$ cat config.mk
export PLATFORM = sky130hd
export DESIGN_NAME = memory_unit
export DESIGN_NICKNAME = d
export VERILOG_FILES = /design/src/rtl/cpu_pkg.sv /design/src/rtl/ram16x8.sv /design/src/rtl/memory_unit.sv
export SDC_FILE = /design/constraint.sdc
export NUM_CORES = 1
export LEC_CHECK = 0
export BUFFER_PORTS_ARGS = -buffer_cell sky130_fd_sc_hd__buf_2
export CAP_MARGIN = 20
export CELL_PAD_IN_SITES_DETAIL_PLACEMENT = 0
export CELL_PAD_IN_SITES_GLOBAL_PLACEMENT = 1
export CORE_MARGIN = 4
export CORE_UTILIZATION = 45
export DETAILED_ROUTE_END_ITERATION = 8
export PLACE_DENSITY_LB_ADDON = 0.1
export SLEW_MARGIN = 20
export SYNTH_ARGS = -nofsm -noshare
export SYNTH_HDL_FRONTEND = slang
export SYNTH_HIERARCHICAL = 1
export SYNTH_SLANG_ARGS = --single-unit
export TNS_END_PERCENT = 5
$ cat constraint.sdc
create_clock -name clk -period 3.08 [get_ports clk]
set_input_delay 0.616 -clock clk [delete_from_list [all_inputs] [get_ports clk]]
set_output_delay 0.616 -clock clk [all_outputs]
set_load 0.005 [all_outputs]
$ cat src/rtl/cpu_pkg.sv
// Shared CPU definitions: default bus/address widths and memory-unit FSM states.
// Latency: n/a (types and constants only).
// Backpressure: n/a. ST_CLEAR exists only when MEM_CLEAR_EN is defined.
package cpu_pkg;

    localparam int ADDR_W_DEF = 4;
    localparam int DATA_W_DEF = 8;

    typedef enum logic [1:0] {
`ifdef MEM_CLEAR_EN
        ST_CLEAR      = 2'd0,
`endif
        ST_RUN        = 2'd1,
        ST_PROG_IDLE  = 2'd2,
        ST_PROG_WRITE = 2'd3
    } mem_state_t;

`ifdef MEM_CLEAR_EN
    localparam mem_state_t MEM_RST_STATE = ST_CLEAR;
`else
    localparam mem_state_t MEM_RST_STATE = ST_RUN;
`endif

endpackage

$ cat src/rtl/ram16x8.sv
// Storage array with one synchronous write port and one asynchronous read port.
// Latency: write lands on the clock edge; read is combinational from raddr.
// Backpressure: none, a write is accepted every cycle we is high.
module ram16x8 #(
    parameter int ADDR_W = 4,
    parameter int DATA_W = 8
) (
    input  logic              clk,
    input  logic              we,
    input  logic [ADDR_W-1:0] waddr,
    input  logic [DATA_W-1:0] wdata,
    input  logic [ADDR_W-1:0] raddr,
    output logic [DATA_W-1:0] rdata
);

    logic [DATA_W-1:0] mem [2**ADDR_W];

    // Contents are not reset; clearing is the owner's job.
    always_ff @(posedge clk) begin
        if (we) begin
            mem[waddr] <= wdata;
        end
    end

    assign rdata = mem[raddr];

endmodule

$ cat src/rtl/memory_unit.sv
// CPU RAM + MAR with an external programming port; optional power-up clear under MEM_CLEAR_EN.
// Latency: bus_out follows RAM[MAR] combinationally; CPU writes/MAR loads land on the edge; prog word in 2 cycles.
// Backpressure: prog_ready is high only in PROG_IDLE, so programming accepts at most one word every 2 cycles.
module memory_unit
    import cpu_pkg::*;
#(
    parameter int ADDR_W = ADDR_W_DEF,
    parameter int DATA_W = DATA_W_DEF
) (
    input  logic              clk,
    input  logic              rst,
    input  logic [DATA_W-1:0] bus_in,
    output logic [DATA_W-1:0] bus_out,
    output logic              bus_oe,
    input  logic              nLma,
    input  logic              nLmd,
    input  logic              nCE,
    input  logic              prog_mode,
    input  logic              prog_valid,
    input  logic [ADDR_W-1:0] prog_addr,
    input  logic [DATA_W-1:0] prog_data,
    output logic              prog_ready,
    output logic              busy,
    output logic [ADDR_W-1:0] mar
);

    mem_state_t        state;
    mem_state_t        state_nxt;
    logic [ADDR_W-1:0] cap_addr;
    logic [DATA_W-1:0] cap_data;
    logic              ram_we;
    logic [ADDR_W-1:0] ram_waddr;
    logic [DATA_W-1:0] ram_wdata;
    logic [DATA_W-1:0] ram_rdata;
`ifdef MEM_CLEAR_EN
    logic [ADDR_W-1:0] clr_addr;
`endif

    // State register; reset mid-write simply abandons the captured word.
    always_ff @(posedge clk or posedge rst) begin
        if (rst) begin
            state <= MEM_RST_STATE;
        end else begin
            state <= state_nxt;
        end
    end

    // Next state and RAM write-port steering.
    always_comb begin
        state_nxt = state;
        ram_we    = 1'b0;
        ram_waddr = mar;
        ram_wdata = bus_in;
        case (state)
`ifdef MEM_CLEAR_EN
            ST_CLEAR: begin
                ram_we    = 1'b1;
                ram_waddr = clr_addr;
                ram_wdata = '0;
                if (clr_addr == '1) begin
                    state_nxt = ST_RUN;
                end
            end
`endif
            ST_RUN: begin
                // Write uses the pre-edge MAR even when nLma loads a new one.
                ram_we = ~nLmd;
                if (prog_mode) begin
                    state_nxt = ST_PROG_IDLE;
                end
            end
            ST_PROG_IDLE: begin
                // An accepted handshake always completes, even if mode drops on the same edge.
                if (prog_valid) begin
                    state_nxt = ST_PROG_WRITE;
                end else if (!prog_mode) begin
                    state_nxt = ST_RUN;
                end
            end
            ST_PROG_WRITE: begin
                ram_we    = 1'b1;
                ram_waddr = cap_addr;
                ram_wdata = cap_data;
                state_nxt = prog_mode ? ST_PROG_IDLE : ST_RUN;
            end
            default: begin
                state_nxt = MEM_RST_STATE;
            end
        endcase
    end

    // MAR loads only under CPU control; programming never touches it.
    always_ff @(posedge clk or posedge rst) begin
        if (rst) begin
            mar <= '0;
        end else if (state == ST_RUN && !nLma) begin
            mar <= bus_in[ADDR_W-1:0];
        end
    end

    // Capture the programming word on the PROG_IDLE handshake.
    always_ff @(posedge clk or posedge rst) begin
        if (rst) begin
            cap_addr <= '0;
            cap_data <= '0;
        end else if (state == ST_PROG_IDLE && prog_valid) begin
            cap_addr <= prog_addr;
            cap_data <= prog_data;
        end
    end

`ifdef MEM_CLEAR_EN
    // Sweep pointer for the post-reset clear, one word per cycle.
    always_ff @(posedge clk or posedge rst) begin
        if (rst) begin
            clr_addr <= '0;
        end else if (state == ST_CLEAR) begin
            clr_addr <= clr_addr + ADDR_W'(1);
        end
    end
`endif

    ram16x8 #(
        .ADDR_W (ADDR_W),
        .DATA_W (DATA_W)
    ) u_ram (
        .clk   (clk),
        .we    (ram_we),
        .waddr (ram_waddr),
        .wdata (ram_wdata),
        .raddr (mar),
        .rdata (ram_rdata)
    );

    // rst gating keeps the bus released while reset is held, whatever nCE does.
    assign bus_oe     = (state == ST_RUN) && !nCE && !rst;
    assign bus_out    = bus_oe ? ram_rdata : '0;
    assign prog_ready = (state == ST_PROG_IDLE);
    assign busy       = (state == ST_PROG_WRITE)
`ifdef MEM_CLEAR_EN
                        || (state == ST_CLEAR)
`endif
                        ;

endmodule
==> flow_summary.toml <==
[outcome]
status = "complete, no violations"

[detailed_routing]
dr.first_iter.drc_count = 221
avgViaCountPerCell = 5.350
totalWireLength_mm = 11.87
ant_nets = 0
drcViolationCount = 0
wl_per_cell_microns = 21.78
first_pass_iters = 4
vias = 2916

[setup_path]
crit_start = "mar[0]"
cp.required_ps = 2460
worstSetupStartpointType = "register"
setup.worst_path.end = "bus_out[6]"
cp-end-kind = "output port"
reg2reg_to = "u_ram/mem[0][6]"
worst_r2r_startpoint = "state[1]"
path_max_fanout = 12
worst_r2r_path_depth = 5
critPathTopFamily = "flip-flops"
path_buf_inv = 2
cpPeakStageDelay_ps = 570
crit_chain = "buf_12 -> mux4_2 -> a22oi_1 -> nand2_1 -> and2_1 -> buf_2"
crit_slowest_cell = "dfrtp_4"
crit_type = "register to output port"
cp_num_cells = 6
worstPathArrival_ps = 2310
reg2reg_slack_ps = 650

[global_routing]
overflow = 0
grt_start_max_net_pins = 34
track_usage_pct = 17.54
antenna_found_initial = 0
grt_pass1_wl_mm = 18.40
grt_pass1_vias = 3055

[place]
dpl.hpwl_mm = 7.793
numPortBuffers = 41
dpl_cell_area_sq_mm = 0.006425
gp_congestion = 0.7626

[timing]
fmax_mhz = 341.4
finalSetupViolations = 0
period_share_pct = 95.10
rsz0062_at_grt = "false"
min_period_ps = 2929
fin_skew_ps = 6.386
setup_tns_ps = 0
tightest_slew_ps = 709.9
hold_viol = 0
maxSlewHeadroom_pct = 52.62
maxSlewViolCount = 0

[synth]
yosysWarnings = 6
synth_edf_count = 128
synth-seq-cells = 146
yosysSeqAreaShare_pct = 72.59
synthDistinctLibCells = 30
synth-main-ff-cell = "edfxtp_1"
syn_inst = 290
syn_area_sq_mm = 0.005917
async_flop_share_pct = 12.33
synth_nets = 317
avgSynthCellArea_sq_um = 20.40

[die]
dieHeight_microns = 122.7
coreArea_sq_mm = 0.01272
die_w_microns = 122.7
io_pins = 42
dieArea_sq_mm = 0.01505
initial_core_util_pct = 46.51
num_rows = 41

[power_and_ir_drop]
p_per_area_mw_per_mm2 = 760.8
p_leak_nw = 2.495
ir_drop_mv = 0.3530
power.total_mw = 5.326

[run]
drv_cap = 0

[final_layout]
syn2layout_area_growth_pct = 18.31
design_area_sq_mm = 0.007000
finalNetCount = 386
final_layout_size_suffix_gt1_share_pct = 36.02
nFillCells = 1052

[cts]
cts.clk_slew.worst_paths_ps = 60
worstSkewPairLatency_ps = 410
clk_path_buf_depth = 2
cts_tree = "yes"
clock-root-buffer = "clkbuf_16"
cts_max_level = 4
clock_sink_count = 146
cts_made_buffers = 17

[min_path]
hold_class = "input pin to asynchronous set/reset pin"
worst register-to-register path, delay by kind of cell (launching register included):
| kind | cells | cell delay [ps] |
|---|---|---|
| AND/OR/NAND/NOR | 3 | 980 |
| buffers and inverters | 1 | 230 |
| flip-flops | 1 | 500 |
| multiplexers | 1 | 410 |
layout make-up:
class	instances	area [sq um]	area share, %
well taps	172	215.2	3.074
multi-input cells	129	1529	21.84
inverters	3	11.26	0.1609
clock inverters	12	115.1	1.644
flip-flops and latches	146	4299	61.41
clock buffers	20	436.7	6.238
repair buffers	62	391.6	5.594
diodes	1	2.502	0.03575
report_power, final:
group          switching (mW)  total, mW  internal [mW]
Sequential             0.0859       2.48           2.40
Clock                   0.729       1.91           1.18
Combinational           0.509      0.938          0.429
Total                    1.32       5.33           4.00
flip-flops by register name, summed over array words and instances, names as in the netlist:
| register | cells |
|---|---|
| cap_addr | 4 |
| cap_data | 8 |
| mar | 4 |
| state | 2 |
| u_ram/mem | 128 |
what timing repair did:
action | 4_1_cts | 5_1_grt
setup endpoints to repair | 0 | 8
hold buffers | 0 | 0
setup buffers | 0 | 0
resized for setup | 0 | 5
worst min-delay path by stage:
stage	from	slack, ps	endpoint	cells past startpoint
2_1_floorplan	cap_addr[0]	460	cap_addr[0]	1
3_3_place_gp	cap_data[5]	470	cap_data[5]	1
3_5_place_dp	cap_data[4]	480	cap_data[4]	1
4_1_cts	rst	360	cap_data[2]	2
5_1_grt	rst	390	cap_data[3]	2
6_report	rst	340	mar[2]	2
cell usage after synthesis, types with 2 or more instances:
master,number,share of area (%)
edfxtp_1,128,65
mux2_2,18,3.4
mux4_2,18,6.9
dfrtp_1,17,7.2
a22oi_1,16,2.0
mux4_1,14,6.2
nor2_1,14,0.89
mux2_1,10,1.9
and2_1,9,0.95
nand2_1,9,0.57
buf_2,5,0.42
nor3_1,4,0.34
buf_6,3,0.57
clkdlybuf4s25_2,3,0.51
inv_1,3,0.19
nor2b_1,3,0.32
nand2b_1,2,0.21
nand3b_1,2,0.25
stage by stage:
| step | hold slack [ps] | cells | setup slack [ps] | utilization [%] |
|---|---|---|---|---|
| 6_report | 342.4 | 545 | 151.0 | 55.03 |
| 5_1_grt | 388.4 | 544 | 11.17 | 55.01 |
| 4_1_cts | 360.2 | 544 | 8.619 | 54.84 |
| 3_5_place_dp | 477.5 | 512 | 456.4 | 50.50 |
| 3_3_place_gp | 469.0 | 512 | 426.2 | 50.50 |
| 2_1_floorplan | 460.2 | 290 | 427.4 | - |
cells by family after synthesis:
| logic type | after synthesis | share of synthesized area (%) |
|---|---|---|
| DFF | 146 | 72.59 |
| muxes | 60 | 18.40 |
| and+or+nand+nor | 50 | 4.800 |
| AOI/OAI and AO/OA | 19 | 2.390 |
| buffers and inverters | 15 | 1.819 |
metal layers:
layer | GRT usage [%] | vias up | routed length, microns
li1 | - | 1329 | -
met1 | 24.35 | 1498 | 5519
met2 | 26.55 | 79 | 5646
met3 | 5.023 | 10 | 508
met4 | 6.508 | 0 | 194
met5 | 0 | - | 0
cells in the final DEF, fill, tap and decap left out, types with 10 or more instances in the layout:
cell type,instances
a22oi_1,13
dfrtp_1,16
buf_2,41
mux2_2,18
buf_4,18
clkbuf_16,17
edfxtp_1,128
mux2_1,10
mux4_2,18
mux4_1,14
nor2_1,14
Note: power is estimated with default switching activity, not from simulation.
